**src/rtl/pix_pack_16to32_pkg.sv**
```systemverilog
// Shared types and helpers for the 16-to-32 pixel packer.
// Pack FSM states, default widths and the word/pixel width relationship check.
package pix_pack_16to32_pkg;

    typedef enum logic [1:0] {
        WAIT_VS = 2'd0,
        LO      = 2'd1,
        HI      = 2'd2
    } pack_state_t;

    localparam int PIX_W_DEF  = 16;
    localparam int WORD_W_DEF = 2 * PIX_W_DEF;
    localparam int CNT_W_DEF  = 20;

    function automatic bit widths_ok(input int pix_w, input int word_w);
        return word_w == 2 * pix_w;
    endfunction

endpackage

```
**src/rtl/pix_pack_16to32_q2.sv**
```systemverilog
// Two-entry FIFO-order output queue; head is registered, so a push shows at the head next cycle.
// A push is taken when the queue is not full or when it pops in the same cycle; otherwise it is ignored.
module pix_pack_16to32_q2 #(
    parameter int W = 32
) (
    input  logic         clk,
    input  logic         rst,
    input  logic         push,
    input  logic [W-1:0] push_data,
    input  logic         pop,
    output logic         full,
    output logic         empty,
    output logic [W-1:0] head
);

    logic [W-1:0] slot0;
    logic [W-1:0] slot1;
    logic [1:0]   count;
    logic         do_pop;
    logic         do_push;

    assign do_pop  = pop && (count != 2'd0);
    assign do_push = push && ((count != 2'd2) || do_pop);

    always_ff @(posedge clk or posedge rst) begin
        if (rst) begin
            slot0 <= '0;
            slot1 <= '0;
            count <= 2'd0;
        end else begin
            case (count)
                2'd0: begin
                    if (do_push) begin
                        slot0 <= push_data;
                        count <= 2'd1;
                    end
                end
                2'd1: begin
                    if (do_push && do_pop) begin
                        slot0 <= push_data;
                    end else if (do_push) begin
                        slot1 <= push_data;
                        count <= 2'd2;
                    end else if (do_pop) begin
                        count <= 2'd0;
                    end
                end
                2'd2: begin
                    // Popping shifts the tail forward; a simultaneous push refills the tail.
                    if (do_pop) begin
                        slot0 <= slot1;
                        if (do_push) slot1 <= push_data;
                        else         count <= 2'd1;
                    end
                end
                default: count <= 2'd0;
            endcase
        end
    end

    assign full  = (count == 2'd2);
    assign empty = (count == 2'd0);
    assign head  = slot0;

endmodule

```
**src/rtl/pix_pack_16to32.sv**
```systemverilog
// Packs framed 16-bit pixels into 32-bit FIFO words (odd lines padded); 1-cycle push-to-wr_en latency.
// A 2-entry queue absorbs fifo_wr_vld stalls; a word arriving while full and not draining is dropped (sticky ovf_err).
module pix_pack_16to32
    import pix_pack_16to32_pkg::*;
#(
    parameter int               PIX_W   = PIX_W_DEF,
    parameter int               WORD_W  = WORD_W_DEF,
    parameter int               CNT_W   = CNT_W_DEF,
    parameter logic [PIX_W-1:0] PAD_VAL = '0
) (
    input  logic              clk,
    input  logic              rst,
    input  logic              pix_vs,
    input  logic              pix_de,
    input  logic              pix_eol,
    input  logic [PIX_W-1:0]  pix_data,
    output logic              fifo_wr_en,
    input  logic              fifo_wr_vld,
    output logic [WORD_W-1:0] fifo_wr_data,
    output logic [CNT_W-1:0]  frame_words,
    output logic              frame_done,
    output logic              ovf_err,
    input  logic              err_clr
);

    if (!widths_ok(PIX_W, WORD_W)) begin : g_width_check
        $error("pix_pack_16to32: WORD_W must equal 2*PIX_W");
    end

    pack_state_t       state;
    pack_state_t       eff_state;
    logic [PIX_W-1:0]  low_half;
    logic [CNT_W-1:0]  word_cnt;
    logic              push;
    logic [WORD_W-1:0] push_data;
    logic              q_full;
    logic              q_empty;
    logic              pop;
    logic              accept;
    logic              drop;

    // A frame start discards any held half, so a same-cycle pixel is seen from LO.
    always_comb begin
        eff_state = pix_vs ? LO : state;
        push      = 1'b0;
        push_data = '0;
        if (pix_de) begin
            case (eff_state)
                LO: begin
                    if (pix_eol) begin
                        push      = 1'b1;
                        push_data = {PAD_VAL, pix_data};
                    end
                end
                HI: begin
                    push      = 1'b1;
                    push_data = {pix_data, low_half};
                end
                default: ;
            endcase
        end
    end

    assign pop    = !q_empty && fifo_wr_vld;
    assign accept = push && (!q_full || pop);
    assign drop   = push && q_full && !pop;

    pix_pack_16to32_q2 #(.W(WORD_W)) u_q2 (
        .clk       (clk),
        .rst       (rst),
        .push      (accept),
        .push_data (push_data),
        .pop       (pop),
        .full      (q_full),
        .empty     (q_empty),
        .head      (fifo_wr_data)
    );

    assign fifo_wr_en = !q_empty;

    always_ff @(posedge clk or posedge rst) begin
        if (rst) begin
            state       <= WAIT_VS;
            low_half    <= '0;
            word_cnt    <= '0;
            frame_words <= '0;
            frame_done  <= 1'b0;
            ovf_err     <= 1'b0;
        end else begin
            frame_done <= 1'b0;

            state <= eff_state;
            if (pix_de) begin
                if (eff_state == LO && !pix_eol) begin
                    low_half <= pix_data;
                    state    <= HI;
                end else if (eff_state == HI) begin
                    state <= LO;
                end
            end

            // The first frame start after reset has no previous frame to report.
            if (pix_vs) begin
                if (state != WAIT_VS) begin
                    frame_done  <= 1'b1;
                    frame_words <= word_cnt;
                end
                word_cnt <= {{(CNT_W-1){1'b0}}, accept};
            end else if (accept && (word_cnt != {CNT_W{1'b1}})) begin
                word_cnt <= word_cnt + 1'b1;
            end

            if (drop)         ovf_err <= 1'b1;
            else if (err_clr) ovf_err <= 1'b0;
        end
    end

endmodule
```
**config.mk**
```make
export PLATFORM = sky130hd
export DESIGN_NAME = pix_pack_16to32
export DESIGN_NICKNAME = d
export VERILOG_FILES = /design/src/rtl/pix_pack_16to32_pkg.sv /design/src/rtl/pix_pack_16to32_q2.sv /design/src/rtl/pix_pack_16to32.sv
export SDC_FILE = /design/constraint.sdc
export NUM_CORES = 1
export LEC_CHECK = 0
export BUFFER_PORTS_ARGS = -buffer_cell sky130_fd_sc_hd__clkbuf_2
export CAP_MARGIN = 40
export CORE_ASPECT_RATIO = 1.5
export CORE_MARGIN = 4
export CORE_UTILIZATION = 40
export DETAILED_ROUTE_END_ITERATION = 8
export SYNTH_ARGS = -nofsm -noshare
export SYNTH_HDL_FRONTEND = slang
export SYNTH_SLANG_ARGS = --single-unit
```
**constraint.sdc**
```tcl
create_clock -name clk -period 8.5 [get_ports clk]
set_clock_uncertainty 0.15 [all_clocks]
set_input_delay 1.7 -clock clk [delete_from_list [all_inputs] [get_ports clk]]
set_output_delay 1.7 -clock clk [all_outputs]
set_load 0.02 [all_outputs]
```
==> report_table.html <==
<table>
<tr><th>Metric</th><th>Value</th></tr>
<tr><th colspan="2">Status</th></tr>
<tr><td>Result of the run</td><td>finished clean</td></tr>
<tr><th colspan="2">Setup path</th></tr>
<tr><td>Worst path buffer plus inverter count</td><td>3</td></tr>
<tr><td>CP Cell Sequence</td><td>clkbuf_2 -&gt; nor2_1 -&gt; inv_1 -&gt; ha_1 -&gt; and2_1 -&gt; o21ai_4 -&gt; nor2_2 -&gt; a211oi_4 -&gt; buf_4 -&gt; mux2_2</td></tr>
<tr><td>Worst path arrival time</td><td>roughly 4.4 ns</td></tr>
<tr><td>Required time at the worst-slack endpoint</td><td>between 8 and 9 ns</td></tr>
<tr><td>Crit-path max cell delay</td><td>about 0.36 ns</td></tr>
<tr><td>Crit-path leading delay family</td><td>simple AND/OR/NAND/NOR gates</td></tr>
<tr><td>Slowest cell on the critical path</td><td>sky130_fd_sc_hd__mux2_2</td></tr>
<tr><td>Peak fanout along the critical path</td><td>24</td></tr>
<tr><td>Capturing element type of the critical path</td><td>register</td></tr>
<tr><td>Worst setup path category</td><td>input pin to register</td></tr>
<tr><td>Startpoint type of the worst setup path</td><td>input pin</td></tr>
<tr><th colspan="2">Power and ir drop</th></tr>
<tr><td>Power per unit of standard cell area</td><td>between 200 and 250 nW/um2</td></tr>
<tr><td>Internal Pwr Total</td><td>around 1.2 mW</td></tr>
<tr><td>Standby leakage power</td><td>approximately 3.2 nW</td></tr>
<tr><td>Combinational power share</td><td>11.5%</td></tr>
<tr><td>Net switching power</td><td>around 0.4 mW</td></tr>
<tr><td>Sequential cell fraction of total power</td><td>between 40% and 50%</td></tr>
<tr><td>Clock share of power</td><td>~45%</td></tr>
<tr><td>Sum of internal, switching and leakage power</td><td>about 1.6 mW</td></tr>
<tr><td>Switch share</td><td>25.9%</td></tr>
<tr><td>Max rail drop VDD</td><td>between 100 and 150 uV</td></tr>
<tr><th colspan="2">Synthesis</th></tr>
<tr><td>Seq/Total Area, Yosys</td><td>about 54%</td></tr>
<tr><td>Post-synthesis average cell area</td><td>around 11 um2</td></tr>
<tr><td>Flip-flop and latch count after synthesis</td><td>about 130</td></tr>
<tr><td>YS warnings</td><td>0</td></tr>
<tr><td>Post-Synthesis Net Count</td><td>575</td></tr>
<tr><td>Synthesized instance count</td><td>about 550</td></tr>
<tr><td>Combined area of all synthesized cells</td><td>between 5000 and 6000 um2</td></tr>
<tr><td>Distinct cell type count of the synthesized netlist</td><td>~50</td></tr>
<tr><th colspan="2">Placed design</th></tr>
<tr><td>Total instance count after detailed placement</td><td>791</td></tr>
<tr><td>Total half-perimeter wirelength after legalization and detailed placement</td><td>9390 um</td></tr>
<tr><td>Post-detailed-placement cell area</td><td>between 6000 and 7000 um2</td></tr>
<tr><td>Number of input and output port buffers inserted</td><td>slightly below 80</td></tr>
<tr><td>Routability cong.</td><td>roughly 0.8</td></tr>
<tr><th colspan="2">GRT</th></tr>
<tr><td>Largest net degree at the start of global routing</td><td>66</td></tr>
<tr><td>Number of global-route vias before repair</td><td>4,335</td></tr>
<tr><td>Total track usage</td><td>16.6%</td></tr>
<tr><td>GR Overflow Total</td><td>0</td></tr>
<tr><td>First-pass GRT wire length</td><td>roughly 22,000 um</td></tr>
<tr><td>Number of antenna violations at the first check in global routing</td><td>1</td></tr>
<tr><th colspan="2">Clock tree</th></tr>
<tr><td>Worst-Skew Late Latency</td><td>0.41 ns</td></tr>
<tr><td>Number of buffers created by CTS</td><td>17</td></tr>
<tr><td>Number of gates given a new drive strength after cts</td><td>0</td></tr>
<tr><td>TritonCTS sink count</td><td>126</td></tr>
<tr><td>CTS root buffer</td><td>sky130_fd_sc_hd__clkbuf_16</td></tr>
<tr><td>H-Tree Level Count</td><td>4</td></tr>
<tr><td>TritonCTS clock tree</td><td>yes</td></tr>
<tr><td>Post-cts hold buffer count</td><td>0</td></tr>
<tr><td># Post-CTS Setup Buffers</td><td>0</td></tr>
<tr><td>Worst-case clock buffer depth</td><td>2</td></tr>
<tr><td>Post-CTS clock slew at the launch and capture registers of the worst setup and hold paths</td><td>approximately 0.060 ns</td></tr>
<tr><th colspan="2">Routing</th></tr>
<tr><td>DR WL/cell</td><td>16.0 um</td></tr>
<tr><td>Number of detailed-routing iterations run before antenna repair</td><td>5</td></tr>
<tr><td>Via-per-instance ratio</td><td>about 5.2</td></tr>
<tr><td>Count of routing violations after the opening detailed-route iteration</td><td>~210</td></tr>
<tr><td>Number of DRC violations after detailed routing</td><td>0</td></tr>
<tr><td>Total number of vias</td><td>between 4,000 and 5,000</td></tr>
<tr><td>Aggregate routed wire length</td><td>roughly 13,000 um</td></tr>
<tr><td>Count of antenna-violating nets left after detailed routing</td><td>0</td></tr>
<tr><th colspan="2">Final layout</th></tr>
<tr><td>Filler Cells Inserted</td><td>~1,400</td></tr>
<tr><td>Filler-free cell count of the finished design</td><td>about 820</td></tr>
<tr><td>Most common cell after layout, fill and taps aside</td><td>sky130_fd_sc_hd__dfrtp_1</td></tr>
<tr><td>Highest-count cells in the layout ignoring fill and taps</td><td>sky130_fd_sc_hd__dfrtp_1 (126), sky130_fd_sc_hd__nand2_1 (109), sky130_fd_sc_hd__clkbuf_2 (77), sky130_fd_sc_hd__o21ai_0 (76), sky130_fd_sc_hd__mux2_2 (67)</td></tr>
<tr><td>Cell area after layout</td><td>7020 um2</td></tr>
<tr><td>Fraction of layout cells with a size suffix above 1</td><td>about a third</td></tr>
<tr><td>Layout Nets</td><td>~650</td></tr>
<tr><td>Syn-to-layout area delta</td><td>19.8%</td></tr>
<tr><th colspan="2">Die</th></tr>
<tr><td>Number of cell rows</td><td>53</td></tr>
<tr><td>Die footprint</td><td>16,700 um2</td></tr>
<tr><td>DIE WIDTH</td><td>107 um</td></tr>
<tr><td>Initial Util</td><td>approximately two fifths</td></tr>
<tr><td>Core area</td><td>14,200 um2</td></tr>
<tr><td>Number of top-level design ports</td><td>between 70 and 80</td></tr>
<tr><td>Y dimension of the die</td><td>about 160 um</td></tr>
<tr><th colspan="2">Worst hold path</th></tr>
<tr><td>Worst min-delay path category</td><td>register to register</td></tr>
<tr><th colspan="2">Timing</th></tr>
<tr><td>Worst-case headroom to the max-slew limit</td><td>52.7%</td></tr>
<tr><td>Max-slew violations</td><td>0</td></tr>
<tr><td>Final critical path time including I/O delays and setup</td><td>approximately 4.3 ns</td></tr>
<tr><td>Final count of hold timing violations</td><td>0</td></tr>
<tr><td>Final Hold Slack</td><td>between 0.3 and 0.4 ns</td></tr>
<tr><td>Period utilization</td><td>approximately half</td></tr>
<tr><td>Highest Clock Rate</td><td>0.233 GHz</td></tr>
<tr><td>Pin slew with the least headroom to its limit</td><td>about 0.71 ns</td></tr>
<tr><td>Setup TNS</td><td>0 ns</td></tr>
<tr><td>RSZ-0062 raised after global routing</td><td>false</td></tr>
<tr><td>Number of endpoints failing setup at the final stage</td><td>0</td></tr>
<tr><th colspan="2">Job</th></tr>
<tr><td>Number of max-cap violations</td><td>0</td></tr>
</table>
-- state kept, by name, summed over array words and instances (netlist names) --
name and flops:
u_q2.head 32, u_q2.slot1 32, frame_words 20, word_cnt 20, low_half 16, state 2
u_q2.count 2, frame_done 1, ovf_err 1
-- power by group through the flow --
stage | Sequential [mW] | Combinational (mW) | Clock [mW]
2_1_floorplan | 0.695 | 0.111 | 0
3_3_place_gp | 0.682 | 0.174 | 0
3_5_place_dp | 0.684 | 0.183 | 0
4_1_cts | 0.673 | 0.184 | 0.717
5_1_grt | 0.679 | 0.198 | 0.746
6_report | 0.673 | 0.179 | 0.702
-- synthesized netlist by cell type (all sizes together) --
cell type    number  area share [%]
dfrtp           126              54
nand2           110             7.2
o21ai            81             7.4
mux2             67              13
clkbuf           21             1.3
nor2             19             1.4
a22o             17             2.5
buf              11             1.3
a21oi            10            0.85
inv               8            0.51
or3               8            0.96
nand4             7            0.75
xnor2             7             1.0
a211oi            5            0.85
and2              5            0.53
ha                5             1.1
nor4              5            0.96
nand3             4            0.34
nor2b             4            0.43
and4              3            0.47
and3              2            0.21
mux2i             2            0.34
nand2b            2            0.21
nor3              2            0.26
nor3b             2            0.45
o2111ai           2            0.30
o211ai            2            0.34
or4               2            0.26
xor2              2            0.30
a311oi            1            0.15
dlygate4sd3       1            0.17
nand3b            1            0.13
o21bai            1            0.13
o22ai             1            0.11
or2               1            0.11
-- cells by family (layout without fill, tap and decap cells) --
family | after synthesis | after routing | share of synthesized area (%)
buffers and inverters | 41 | 125 | 3.33
AOI/OAI and AO/OA | 120 | 120 | 12.6
muxes | 69 | 69 | 13.2
DFF | 126 | 126 | 53.8
adders and majority gates | 5 | 5 | 1.07
xor gates and xnor gates | 9 | 9 | 1.34
other | 0 | 1 | 0
and+or+nand+nor | 177 | 177 | 14.6
-- cell type report --
type	instances	area [um2]	area share, %
flip-flops and latches	126	3150	44.9
multi-input cells	380	2540	36.1
repair buffers	85	480	6.84
clock buffers	19	433	6.17
well taps	192	240	3.42
clock inverters	13	143	2.03
inverters	8	32.5	0.463
diodes	1	2.50	0.0356
-- tightest hold or removal path, delay by kind of cell (launching register included) --
family | cells | cell delay, ns
AOI/OAI and AO/OA | 1 | 0.06
DFF | 1 | 0.34
and+or+nand+nor | 1 | 0.04
-- stage by stage --
step	utilization [%]	setup WS, ns
finish	49.5	4.22
global route	49.5	3.95
CTS	49.5	4.21
detailed placement	45.4	3.79
global placement	44.9	3.35
floorplan	-	3.29
-- metal layers --
layer	vias up	GRT usage (%)	share of wire [%]
met5	-	0	0
met4	0	5.42	1.5
met3	14	3.88	4.1
met2	90	29.4	54
met1	2134	19.9	41
li1	2057	-	-
-- final timing paths --
check	start	cells past startpoint	slack [ns]	end
worst max-delay path	pix_vs	10	4.22	u_q2.head[2]
worst max register to register	state[0]	9	5.54	u_q2.head[2]
worst min register to register	u_q2.slot1[8]	2	0.33	u_q2.slot1[8]
max in group asynchronous	rst	4	5.92	frame_done
worst min-delay path	u_q2.slot1[8]	2	0.33	u_q2.slot1[8]
min in group asynchronous	rst	2	1.21	ovf_err
(Power assumes the default switching activity.)
